File: src/rtl/instr_mem_loader_if.sv
// ----------------------------------------------------------------------------
// instr_mem_loader_if
// Bundles the byte-stream handshake, the load control/status lines and the
// instruction-memory debug write port used by instr_mem_loader.
//
//   start / load_len           : load request and instruction count
//   byte_valid / byte_data     : byte stream from the boot/test source
//   byte_ready                 : loader accepts a byte this cycle
//   dbg_wr_en/dbg_addr/dbg_instr : instruction-memory debug write port
//   cpu_rst, busy, done        : core reset and load progress status
//   len_err, checksum_err      : error flags of the last load request
//
// modport master : byte source / controller side (drives requests and bytes)
// modport slave  : the loader itself
// ----------------------------------------------------------------------------
interface instr_mem_loader_if #(
   parameter int XLEN               = 64,
   parameter int INSTRUCTION_LENGTH = XLEN / 2
);
   logic                          start;
   logic [15:0]                   load_len;
   logic                          byte_valid;
   logic [7:0]                    byte_data;
   logic                          byte_ready;
   logic                          dbg_wr_en;
   logic [XLEN-1:0]               dbg_addr;
   logic [INSTRUCTION_LENGTH-1:0] dbg_instr;
   logic                          cpu_rst;
   logic                          busy;
   logic                          done;
   logic                          len_err;
   logic                          checksum_err;

   modport master (
      output start, load_len, byte_valid, byte_data,
      input  byte_ready, dbg_wr_en, dbg_addr, dbg_instr,
      input  cpu_rst, busy, done, len_err, checksum_err
   );

   modport slave (
      input  start, load_len, byte_valid, byte_data,
      output byte_ready, dbg_wr_en, dbg_addr, dbg_instr,
      output cpu_rst, busy, done, len_err, checksum_err
   );
endinterface

File: src/rtl/instr_mem_loader.sv
// ----------------------------------------------------------------------------
// instr_mem_loader
// Receives a little-endian byte stream, assembles instructions of
// INSTRUCTION_LENGTH bits and writes each one through the instruction
// memory's debug port at consecutive word addresses starting at BASE_ADDR.
// The core is held in reset (cpu_rst) until a load has completed.
//
// Ports:
//   clk   : sole clock, rising edge
//   rst_n : asynchronous active-low reset
//   bus   : instr_mem_loader_if.slave (request, byte stream, debug write
//           port, status flags)
//
// Optional feature macro: INSTR_LOADER_CHECKSUM_EN
//   When defined, one trailer byte follows the payload and is compared with
//   the modulo-256 sum of all payload bytes; a mismatch sets checksum_err.
//   When undefined, the CHECK state and sum register do not exist and
//   checksum_err is tied low.
// ----------------------------------------------------------------------------
module instr_mem_loader #(
   parameter int              XLEN               = 64,
   parameter int              INSTRUCTION_LENGTH = XLEN / 2,
   parameter logic [XLEN-1:0] BASE_ADDR          = '0,
   parameter int              MAX_WORDS          = 1024
) (
   input  logic                clk,
   input  logic                rst_n,
   instr_mem_loader_if.slave   bus
);

   localparam int BPI = INSTRUCTION_LENGTH / 8;
   localparam int CW  = $clog2(BPI + 1);

   typedef enum logic [2:0] {
      S_IDLE,
      S_RECV,
      S_WRITE,
`ifdef INSTR_LOADER_CHECKSUM_EN
      S_CHECK,
`endif
      S_DONE
   } state_t;

   state_t                        r_state;
   state_t                        w_nextState;
   logic [15:0]                   r_len;
   logic [15:0]                   r_index;
   logic [CW-1:0]                 r_byteCnt;
   logic [INSTRUCTION_LENGTH-1:0] r_buf;
   logic                          r_lenErr;
   logic                          r_csErr;
`ifdef INSTR_LOADER_CHECKSUM_EN
   logic [7:0]                    r_sum;
`endif

   logic                          w_canStart;
   logic                          w_lenTooBig;
   logic                          w_startOk;
   logic                          w_startBad;
   logic                          w_accept;
   logic                          w_lastByte;
   logic                          w_lastWord;
   logic                          w_byteReady;
   logic                          w_wrEn;
   logic [XLEN-1:0]               w_addr;
   logic [INSTRUCTION_LENGTH-1:0] w_instr;
   logic                          w_cpuRst;
   logic                          w_busy;
   logic                          w_done;

   // A new request is only looked at while idle or after a finished load;
   // requests arriving mid-load are simply dropped.
   assign w_canStart  = (r_state == S_IDLE) || (r_state == S_DONE);
   assign w_lenTooBig = {16'd0, bus.load_len} > 32'(MAX_WORDS);
   assign w_startOk   = bus.start && w_canStart && !w_lenTooBig;
   assign w_startBad  = bus.start && w_canStart && w_lenTooBig;
   assign w_accept    = bus.byte_valid && w_byteReady;
   assign w_lastByte  = (r_byteCnt == CW'(BPI - 1));
   assign w_lastWord  = ((r_index + 16'd1) == r_len);

   // State register: the only place the FSM state changes.
   always_ff @(posedge clk or negedge rst_n) begin
      if (!rst_n) begin
         r_state <= S_IDLE;
      end else begin
         r_state <= w_nextState;
      end
   end

   // Next-state logic. A zero-length load skips straight to the end of the
   // load (or to the trailer byte when the checksum is enabled).
   always_comb begin
      w_nextState = r_state;
      unique case (r_state)
         S_IDLE, S_DONE: begin
            if (w_startOk) begin
               if (bus.load_len != 16'd0) begin
                  w_nextState = S_RECV;
               end else begin
`ifdef INSTR_LOADER_CHECKSUM_EN
                  w_nextState = S_CHECK;
`else
                  w_nextState = S_DONE;
`endif
               end
            end
         end
         S_RECV: begin
            if (w_accept && w_lastByte) begin
               w_nextState = S_WRITE;
            end
         end
         S_WRITE: begin
            if (w_lastWord) begin
`ifdef INSTR_LOADER_CHECKSUM_EN
               w_nextState = S_CHECK;
`else
               w_nextState = S_DONE;
`endif
            end else begin
               w_nextState = S_RECV;
            end
         end
`ifdef INSTR_LOADER_CHECKSUM_EN
         S_CHECK: begin
            if (w_accept) begin
               w_nextState = S_DONE;
            end
         end
`endif
         default: w_nextState = S_IDLE;
      endcase
   end

   // Output decode from the state and datapath registers only, so no input
   // ever reaches an output combinationally. Address and data are forced to
   // zero outside the write cycle so the port idles at its reset values.
   always_comb begin
      w_byteReady = 1'b0;
      w_wrEn      = 1'b0;
      w_addr      = '0;
      w_instr     = '0;
      w_cpuRst    = 1'b1;
      w_busy      = 1'b0;
      w_done      = 1'b0;
      unique case (r_state)
         S_RECV: begin
            w_byteReady = 1'b1;
            w_busy      = 1'b1;
         end
         S_WRITE: begin
            w_wrEn  = 1'b1;
            w_addr  = BASE_ADDR + XLEN'({r_index, 2'b00});
            w_instr = r_buf;
            w_busy  = 1'b1;
         end
`ifdef INSTR_LOADER_CHECKSUM_EN
         S_CHECK: begin
            w_byteReady = 1'b1;
            w_busy      = 1'b1;
         end
`endif
         S_DONE: begin
            w_cpuRst = 1'b0;
            w_done   = 1'b1;
         end
         default: begin
            w_cpuRst = 1'b1;
         end
      endcase
   end

   // Datapath: length/index bookkeeping, little-endian byte assembly,
   // running payload sum and the sticky error flags of the last request.
   always_ff @(posedge clk or negedge rst_n) begin
      if (!rst_n) begin
         r_len     <= '0;
         r_index   <= '0;
         r_byteCnt <= '0;
         r_buf     <= '0;
         r_lenErr  <= 1'b0;
         r_csErr   <= 1'b0;
`ifdef INSTR_LOADER_CHECKSUM_EN
         r_sum     <= '0;
`endif
      end else begin
         if (w_startOk) begin
            r_len     <= bus.load_len;
            r_index   <= '0;
            r_byteCnt <= '0;
            r_lenErr  <= 1'b0;
            r_csErr   <= 1'b0;
`ifdef INSTR_LOADER_CHECKSUM_EN
            r_sum     <= '0;
`endif
         end else if (w_startBad) begin
            r_lenErr <= 1'b1;
         end
         if ((r_state == S_RECV) && w_accept) begin
            r_buf[{r_byteCnt, 3'b000} +: 8] <= bus.byte_data;
            r_byteCnt <= w_lastByte ? '0 : r_byteCnt + CW'(1);
`ifdef INSTR_LOADER_CHECKSUM_EN
            r_sum     <= r_sum + bus.byte_data;
`endif
         end
         if (r_state == S_WRITE) begin
            r_index <= r_index + 16'd1;
         end
`ifdef INSTR_LOADER_CHECKSUM_EN
         if ((r_state == S_CHECK) && w_accept) begin
            r_csErr <= (bus.byte_data != r_sum);
         end
`endif
      end
   end

   assign bus.byte_ready   = w_byteReady;
   assign bus.dbg_wr_en    = w_wrEn;
   assign bus.dbg_addr     = w_addr;
   assign bus.dbg_instr    = w_instr;
   assign bus.cpu_rst      = w_cpuRst;
   assign bus.busy         = w_busy;
   assign bus.done         = w_done;
   assign bus.len_err      = r_lenErr;
   assign bus.checksum_err = r_csErr;

endmodule
File: src/flat_wrapper.sv
// flat-port wrapper written by rule: the top's interface ports become plain ports
module instr_mem_loader_flat 
#(
   parameter int              XLEN               = 64,
   parameter int              INSTRUCTION_LENGTH = XLEN / 2,
   parameter logic [XLEN-1:0] BASE_ADDR          = '0,
   parameter int              MAX_WORDS          = 1024
)
  (clk, rst_n, bus_start, bus_load_len, bus_byte_valid, bus_byte_data, bus_byte_ready, bus_dbg_wr_en, bus_dbg_addr, bus_dbg_instr, bus_cpu_rst, bus_busy, bus_done, bus_len_err, bus_checksum_err);
  instr_mem_loader_if #(.XLEN(XLEN), .INSTRUCTION_LENGTH(INSTRUCTION_LENGTH)) bus_i ();
  input  logic clk;
  input  logic rst_n;
  input wire logic [$bits(bus_i.start)-1:0] bus_start;
  input wire logic [$bits(bus_i.load_len)-1:0] bus_load_len;
  input wire logic [$bits(bus_i.byte_valid)-1:0] bus_byte_valid;
  input wire logic [$bits(bus_i.byte_data)-1:0] bus_byte_data;
  output wire logic [$bits(bus_i.byte_ready)-1:0] bus_byte_ready;
  output wire logic [$bits(bus_i.dbg_wr_en)-1:0] bus_dbg_wr_en;
  output wire logic [$bits(bus_i.dbg_addr)-1:0] bus_dbg_addr;
  output wire logic [$bits(bus_i.dbg_instr)-1:0] bus_dbg_instr;
  output wire logic [$bits(bus_i.cpu_rst)-1:0] bus_cpu_rst;
  output wire logic [$bits(bus_i.busy)-1:0] bus_busy;
  output wire logic [$bits(bus_i.done)-1:0] bus_done;
  output wire logic [$bits(bus_i.len_err)-1:0] bus_len_err;
  output wire logic [$bits(bus_i.checksum_err)-1:0] bus_checksum_err;
  assign bus_i.start = bus_start;
  assign bus_i.load_len = bus_load_len;
  assign bus_i.byte_valid = bus_byte_valid;
  assign bus_i.byte_data = bus_byte_data;
  assign bus_byte_ready = bus_i.byte_ready;
  assign bus_dbg_wr_en = bus_i.dbg_wr_en;
  assign bus_dbg_addr = bus_i.dbg_addr;
  assign bus_dbg_instr = bus_i.dbg_instr;
  assign bus_cpu_rst = bus_i.cpu_rst;
  assign bus_busy = bus_i.busy;
  assign bus_done = bus_i.done;
  assign bus_len_err = bus_i.len_err;
  assign bus_checksum_err = bus_i.checksum_err;
  instr_mem_loader #(.XLEN(XLEN), .INSTRUCTION_LENGTH(INSTRUCTION_LENGTH), .BASE_ADDR(BASE_ADDR), .MAX_WORDS(MAX_WORDS)) u_core (.clk(clk), .rst_n(rst_n), .bus(bus_i));
endmodule
File: config.mk
export PLATFORM = sky130hd
export DESIGN_NAME = instr_mem_loader_flat
export DESIGN_NICKNAME = d
export VERILOG_FILES = /design/src/rtl/instr_mem_loader_if.sv /design/src/rtl/instr_mem_loader.sv /design/src/flat_wrapper.sv
export SDC_FILE = /design/constraint.sdc
export NUM_CORES = 1
export LEC_CHECK = 0
export CAP_MARGIN = 20
export CORE_AREA = 2 2 79 119
export CTS_BUF_LIST = sky130_fd_sc_hd__clkbuf_8
export DETAILED_ROUTE_END_ITERATION = 10
export DIE_AREA = 0 0 81 121
export MAX_ROUTING_LAYER = met4
export PLACE_DENSITY = 0.86
export SLEW_MARGIN = 20
export SYNTH_ARGS = -nofsm -noshare
export SYNTH_HDL_FRONTEND = slang
export SYNTH_SLANG_ARGS = --single-unit
File: constraint.sdc
create_clock -name clk -period 3.9 [get_ports clk]
set_clock_uncertainty 0.15 [all_clocks]
set_input_delay 0.78 -clock clk [delete_from_list [all_inputs] [get_ports clk]]
set_output_delay 0.78 -clock clk [all_outputs]
set_load 0.03 [all_outputs]
Word level (Yosys, flattened, before mapping)
Cells that the tools add are included.
- flip-flop bits (word level): 71
- input bits: 28
- output and inout port bits: 103
- word-level logic and storage cells: 55
- $add $sub $neg: 3
- order comparisons: 1
- equal/unequal tests: 7
- shift operators: 2
- muxes and demuxes: 20
- reductions and logical operators: 16
- operators by type and width (operator ; number):
    32-bit bitwise mux ; 1
    16-bit two-way mux ; 2
    32-bit two-way mux ; 1
    8-bit by 8-bit variable shift with 32-bit output, first input constant ; 1
    8-bit by 8-bit indexed part select with 32-bit output ; 1
    18-bit two-way mux ; 1
    16-bit by 1-bit adder with 16-bit output, second input constant ; 1
    16-bit == test ; 1
    16-bit by 11-bit greater-than comparator with 1-bit output, second input constant ; 1
    16-bit nonzero test ; 1
    3-bit two-way mux ; 5
    3-bit by 2-bit == test with 1-bit output, second input constant ; 3
    3-bit case mux with 3 select lines ; 1
    6-bit negator with 8-bit output ; 1
    1-bit two-way mux ; 7
    1-bit logical AND ; 6
    2-bit nonzero test ; 3
    2-bit two-way mux ; 2
    2-bit by 1-bit != test with 1-bit output, second input constant ; 2
    2-bit OR reduction ; 2
    3-bit by 1-bit adder with 3-bit output, second input constant ; 1
    3-bit by 1-bit == test with 1-bit output, second input constant ; 1
    3-bit zero test ; 1
    2-bit AND reduction ; 1
    other kinds (2) ; 2

Depth between registers and ports, before layout
Gate-level depths: netlist of the first run.
- depth in word-level cells: 6
- gate-level depth with buffers: 8
- depth with buffers taken out: 7

Worst setup path before layout of the first run
Ideal clock, no wire load.
- path type: register -> output
- start: register u_core.r_state[0]
- end: output port bus_dbg_addr[10]
- data arrival time: 1.783 ns
- required time: 2.970 ns
- slack: 1.187 ns
- cell stages (with the launch flop): 6
- path buffers: 2
- cell sequence: dfrtp_1 > inv_1 > ha_1 > buf_1 > clkbuf_1 > and2_1
- cells in the longest elaborated chain, start to end: 2
- RTL lines (item ; line ; text):
    start: declaration ; instr_mem_loader.sv:44 ; state_t r_state;
    start signal: assignment ; instr_mem_loader.sv:86 ; r_state <= w_nextState;
    3-bit by 2-bit == test with 1-bit output ; instr_mem_loader.sv:146 ; unique case (r_state)
    18-bit two-way mux ; instr_mem_loader.sv:146 ;
    end: declaration ; flat_wrapper.sv:19 ; output wire logic [$bits(bus_i.dbg_addr)-1:0] bus_dbg_addr;
No other way between the ends.

Worst setup path in the final report of the first run
- start: register u_core.r_state[0]
- end: output port bus_dbg_instr[12]
- cells in the longest elaborated chain, start to end: 2
- RTL lines (item ; line ; text):
    3-bit by 2-bit == test with 1-bit output ; instr_mem_loader.sv:146 ;
    32-bit two-way mux ; instr_mem_loader.sv:146 ;
    end: declaration ; flat_wrapper.sv:20 ; output wire logic [$bits(bus_i.dbg_instr)-1:0] bus_dbg_instr;
No other way between the ends.

==> qor.yml, run 1 <==
run_status:
  outcome: "finished clean"
finish:
  layout_common_cells: "clkdlybuf4s50_1, nand2_1, dfrtp_1, and2_1, conb_1"
  nFillCells: 740
  nNetsFinal: 555
  final_cells: 634
  syn_to_final_growth_pct: 22.2
  drive_gt1_frac: 0.122
  final_common_cell: "clkdlybuf4s50_1"
  diodes: 0
cts:
  cts.sinks: 70
  path_clk_slew_ns: 0.07
  cts_tree: "built"
  cts_resized: 0
  clk_latency_ns: 0.35
  htreeDepth: 3
  cts_setup_buffers: 0
  cts_made_buffers: 9
  clk_path_buf_depth: 2
  root_buffer: "clkbuf_8"
  cts.hold.buffers_added: 0
routing:
  drc: 0
  ant_nets: 0
  via_per_inst: 5.18
  dr_total_vias: 3282
  drtIter0Drc: 203
  drt_wl_total_mm: 9.54
  post_drt_wl_per_cell_um: 15.1
  dr.pass1.iters: 4
floorplanning:
  core_area_um2: 8720
  fp.dieArea_um2: 9800
  initial_core_util: 0.488
  die_h_um: 121
  dieWidth_um: 81
  io_pins: 131
  rows: 42
hold_path:
  worstHoldPathType: "reg -> reg"
sta:
  finalSetupViolations: 0
  rsz0062_at_grt: "no"
  period_minus_slack_ns: 3.33
  clock.fmax_mhz: 300
  tightestPinTransition_ns: 0.860
  post-route-period-util: 0.854
  hold_violations: 0
  maxSlewViolCount: 0
  fin_setup_tns_ns: 0
  slew_headroom: 0.427
global_route:
  grt_pass1_wl_mm: 15.4
  grt_max_degree: 71
  antenna_found_initial: 0
  grt-ovfl-total: 0
  grt_pass1_vias: 3253
  grtUsageTotal: 0.210
worst_setup_path:
  crit_chain: "inv_1 -> ha_2 -> buf_12 -> and2_1 -> clkdlybuf4s50_1"
  cpPeakStageDelay_ns: 0.67
  r2r_cells: 7
  crit_cells: 5
  cp.arrival_ns: 2.40
  crit_required_ns: 2.97
  critPathLaunch: "u_core.r_state[0]"
  cp_max_fo: 58
  r2r-start: "u_core.r_byteCnt[0]"
  regToRegSetupSlack_ns: 1.30
  crit_end: "bus_dbg_instr[12]"
  cpMaxStageDelayCell: "clkdlybuf4s50_1"
  cpLargestDelayFamily: "buffers and inverters"
  r2r-end: "u_core.r_buf[21]"
  crit_path_start_kind: "flop"
  timing.critical_path.buf_inv: 3
  crit_type: "reg -> out"
  cp-end-kind: "primary output"
synthesis:
  synth_flop_cell: "dfrtp_1"
  synth-seq-cells: 70
  synth_cell_types: 49
  ys_warn_count: 0
  synth_edf_count: 0
  synth_area_um2: 4260
  synthArstFlopShare: 1.00
  syn_area_per_cell_um2: 9.57
  synth-seq-area-share: 0.411
  syn_inst: 445
placement:
  dpl.hpwl_mm: 6.97
  dp_cells: 618
  portBuffers: 81
  place_congestion: 0.895
power:
  vdd_drop_max_uv: 417
  switching_share: 0.382
  cell_internal_pwr_mw: 1.94
  power_frac_seq: 0.386
  pwr-share-comb: 0.388
  p_per_area_nw_per_um2: 602
  power_switching_mw: 1.20
  leakage_nw: 2.36
  clkPwrFrac: 0.226
  power.total_mw: 3.13
run:
  drv_cap: 0
==> routing by layer <==
layer	global-route usage	up-vias	part of all wire
li1	-	1527	-
met1	0.237	1588	0.38
met2	0.357	138	0.53
met3	0.0394	29	0.052
met4	0.0953	0	0.031
met5	-	-	0
==> registers in the layout, summed over array words and instances, names as in the netlist <==
| name | flops |
|---|---|
| u_core.r_buf | 32 |
| u_core.r_index | 16 |
| u_core.r_len | 16 |
| u_core.r_byteCnt | 3 |
| u_core.r_state | 2 |
| u_core.bus.len_err | 1 |
==> per-stage QoR <==
step           hold slack [ns]  utilization  worst slack, ns  cell area, um2
2_1_floorplan            0.315            -             1.19            4440
3_3_place_gp             0.331        0.569            0.927            4970
3_5_place_dp             0.335        0.569            0.917            4970
4_1_cts                  0.353        0.596            0.542            5200
5_1_grt                  0.369        0.596            0.396            5200
6_report                 0.350        0.596            0.568            5200
==> worst register-to-register path, delay by kind of cell, from the launching register on <==
kind | cells | cell delay, ns
muxes | 1 | 0.35
buffers and inverters | 2 | 0.34
DFF | 1 | 0.44
and+or+nand+nor | 2 | 0.67
adders and majority gates | 2 | 0.52
==> power groups by stage <==
stage               Sequential [mW]  Clock, mW  Combinational (mW)
floorplan                      1.09          0               0.989
global placement               1.20          0                1.16
detailed placement             1.21          0                1.22
CTS                            1.21      0.718                1.22
global route                   1.24      0.752                1.34
finish                         1.21      0.709                1.22
==> kinds of logic (layout without fill, tap and decap cells) <==
group | Yosys count | after routing | synth area share
adder cells (fa/ha/maj) | 8 | 8 | 0.0235
buffers and inverters | 81 | 112 | 0.119
AND/OR/NAND/NOR | 180 | 180 | 0.226
other | 1 | 49 | 0.000881
flip-flops | 70 | 70 | 0.411
XOR/XNOR | 32 | 32 | 0.0658
AO/OA/AOI/OAI | 36 | 36 | 0.0573
multiplexers | 37 | 37 | 0.0964
==> area by class of cell <==
| class | count | area (um2) | area share |
|---|---|---|---|
| repair buffers | 86 | 856 | 0.165 |
| inverters | 10 | 37.5 | 0.00722 |
| clock buffers | 9 | 124 | 0.0238 |
| well taps | 110 | 138 | 0.0265 |
| clock inverters | 7 | 113 | 0.0216 |
| flip-flops and latches | 70 | 1750 | 0.337 |
| multi-input cells | 342 | 2180 | 0.420 |
==> synth_stat cells, types with 7 or more instances <==
library cell   n  area (um2)
nand2_1       71         267
buf_4         51         383
xnor2_1       14         123
nand4_1        7        43.8
clkbuf_1      11        41.3
inv_1         10        37.5
nand3_1        8        40.0
ha_1           8         100
xor2_1        18         158
buf_2          7        35.0
dfrtp_1       70        1750
mux2_2        32         360
nor3_1         9        45.0
o21ai_0       15        75.1
and2_1        53         332
nor2_1        12        45.0
==> worst min path at each step <==
stage               slack (ns)             start  cells past startpoint          endpoint
floorplan                 0.32   u_core.r_len[0]                      2   u_core.r_len[0]
global route              0.37  u_core.r_buf[22]                      1  u_core.r_buf[22]
CTS                       0.35   u_core.r_buf[1]                      1   u_core.r_buf[1]
detailed placement        0.33   u_core.r_len[0]                      2   u_core.r_len[0]
global placement          0.33  u_core.r_buf[14]                      1  u_core.r_buf[14]
finish                    0.35   u_core.r_buf[1]                      1   u_core.r_buf[1]
No activity file was read; power rests on OpenSTA's default activity.
==> inputs of run 2 (changes only) <==
--- a/config.mk
+++ b/config.mk
@@ -12,6 +12,7 @@
 export DIE_AREA = 0 0 81 121
 export MAX_ROUTING_LAYER = met4
 export PLACE_DENSITY = 0.86
+export REMOVE_ABC_BUFFERS = 1
 export SLEW_MARGIN = 20
 export SYNTH_ARGS = -nofsm -noshare
 export SYNTH_HDL_FRONTEND = slang
==> run 2 against run 1 <==
Against the previous run: wire length fell by 1.1%; core utilization down 0.44 points; critical path type unchanged; highest routed layer unchanged; register-to-register slack improved by 0.10 ns; clock power decreased by 21%; sequential power is essentially flat; die area unchanged; first-iteration DRC count up 0.99%; fmax shrank 1.4%; power down 5.2%; count of clock-buffer cells in the layout is the same; sequential cell count unchanged.
==> qor.yml, run 2 (synthesized netlist as in run 1, its figures left out) <==
global_route:
  grt-ovfl-total: 0
  grtUsageTotal: 0.217
  grt_pass1_wl_mm: 15.7
  grt_pass1_vias: 3320
  grt_max_degree: 40
  antenna_found_initial: 0
finish:
  layout_common_cells: "clkdlybuf4s50_1, nand2_1, dfrtp_1, and2_1, conb_1"
  ff_latch_area_um2: 1750
  top_regs: "u_core.r_buf (32), u_core.r_index (16), u_core.r_len (16)"
  syn_to_final_growth_pct: 21.3
  drive_gt1_frac: 0.120
  nFillCells: 747
  final_common_cell: "clkdlybuf4s50_1"
  regMostFlops: "u_core.r_buf"
  largest_register_ffs: 32
  diodes: 0
  multi_input_area_um2: 2180
  nNetsFinal: 557
sta:
  slew_headroom: 0.640
  clock.fmax_mhz: 296
  maxSlewViolCount: 0
  finalSetupViolations: 0
  tightestPinTransition_ns: 0.538
  rsz0062_at_grt: "no"
  period_minus_slack_ns: 3.38
  post-route-period-util: 0.867
  hold_violations: 0
  fin_setup_tns_ns: 0
  layout_setup_ws_ns: 0.520
cts:
  clk_latency_ns: 0.35
  clk_path_buf_depth: 2
  cts_made_buffers: 9
  root_buffer: "clkbuf_8"
  cts_setup_buffers: 0
  cts.hold.buffers_added: 0
  cts.sinks: 70
  htreeDepth: 3
  path_clk_slew_ns: 0.07
  cts_tree: "built"
  cts_resized: 0
worst_setup_path:
  cp_max_fo: 34
  r2r-end: "u_core.r_buf[29]"
  crit_required_ns: 2.97
  crit_path_start_kind: "flop"
  crit_type: "reg -> out"
  r2r-start: "u_core.r_byteCnt[0]"
  cp.arrival_ns: 2.45
  r2r_cells: 7
  critPathLaunch: "u_core.r_state[0]"
  regToRegSetupSlack_ns: 1.40
  cp-end-kind: "primary output"
routing:
  drc: 0
  dr_total_vias: 3242
  via_per_inst: 5.10
  drt_wl_total_mm: 9.44
  dr.pass1.iters: 4
  ant_nets: 0
  drtIter0Drc: 205
  post_drt_wl_per_cell_um: 14.8
placement:
  dpl.hpwl_mm: 7.14
  portBuffers: 81
  place_congestion: 0.855
  pre_cts_ws_ns: 0.643
run_status:
  outcome: "finished clean"
power:
  leakage_nw: 2.36
  p_per_area_nw_per_um2: 575
  vdd_drop_max_uv: 378
floorplanning:
  dieWidth_um: 81
  core_area_um2: 8720
  rows: 42
  die_h_um: 121
  initial_core_util: 0.488
  fp.dieArea_um2: 9800
  io_pins: 131
run:
  drv_cap: 0
hold_path:
  worstHoldPathType: "in -> async"
==> run 2: how the worst max path moves through the flow <==
stage	to	cells after the start	slack, ns
after floorplan	bus_dbg_addr[10]	3	0.77
after global placement	u_core.r_state[1]	7	0.68
after detailed placement	u_core.r_state[1]	7	0.64
after CTS	bus_dbg_addr[12]	5	0.48
after global routing	bus_dbg_addr[9]	5	0.32
final	bus_dbg_addr[6]	5	0.52
==> run 2: layout make-up <==
class | instances | share of cell area
Clock buffer | 9 | 0.0240
Clock inverter | 7 | 0.0114
Inverter | 10 | 0.00727
Multi-Input combinational cell | 342 | 0.423
Sequential cell | 70 | 0.339
Tap cell | 110 | 0.0267
Timing Repair Buffer | 88 | 0.169
==> run 2: per-stage QoR <==
step                hold slack, ns  total power [mW]  utilization  std cells  area, um2
floorplan                    0.315              2.00            -        422       3970
global placement             0.331              2.37        0.571        620       4980
detailed placement           0.334              2.43        0.571        620       4980
CTS                          0.106              3.00        0.592        636       5160
global route                 0.114              3.17        0.592        636       5160
finish                       0.120              2.97        0.592        636       5160
==> run 2: report_power, final <==
group	total (mW)	internal [mW]	switching, mW
Clock	0.561	0.286	0.275
Combinational	1.21	0.555	0.657
Sequential	1.20	0.963	0.234
==> run 2: per-layer routing <==
metal	up-vias	share of wire	GRT usage
li1	1537	-	-
met3	20	0.060	0.0521
met4	0	0.024	0.0858
met5	-	0	-
met2	126	0.52	0.359
met1	1559	0.40	0.253
==> run 2: critical path, stage by stage (launching register included) <==
cell	delay, ns
dfrtp_1	0.42
inv_1	0.09
ha_2	0.53
buf_12	0.24
and2_1	0.14
clkdlybuf4s50_1	0.66
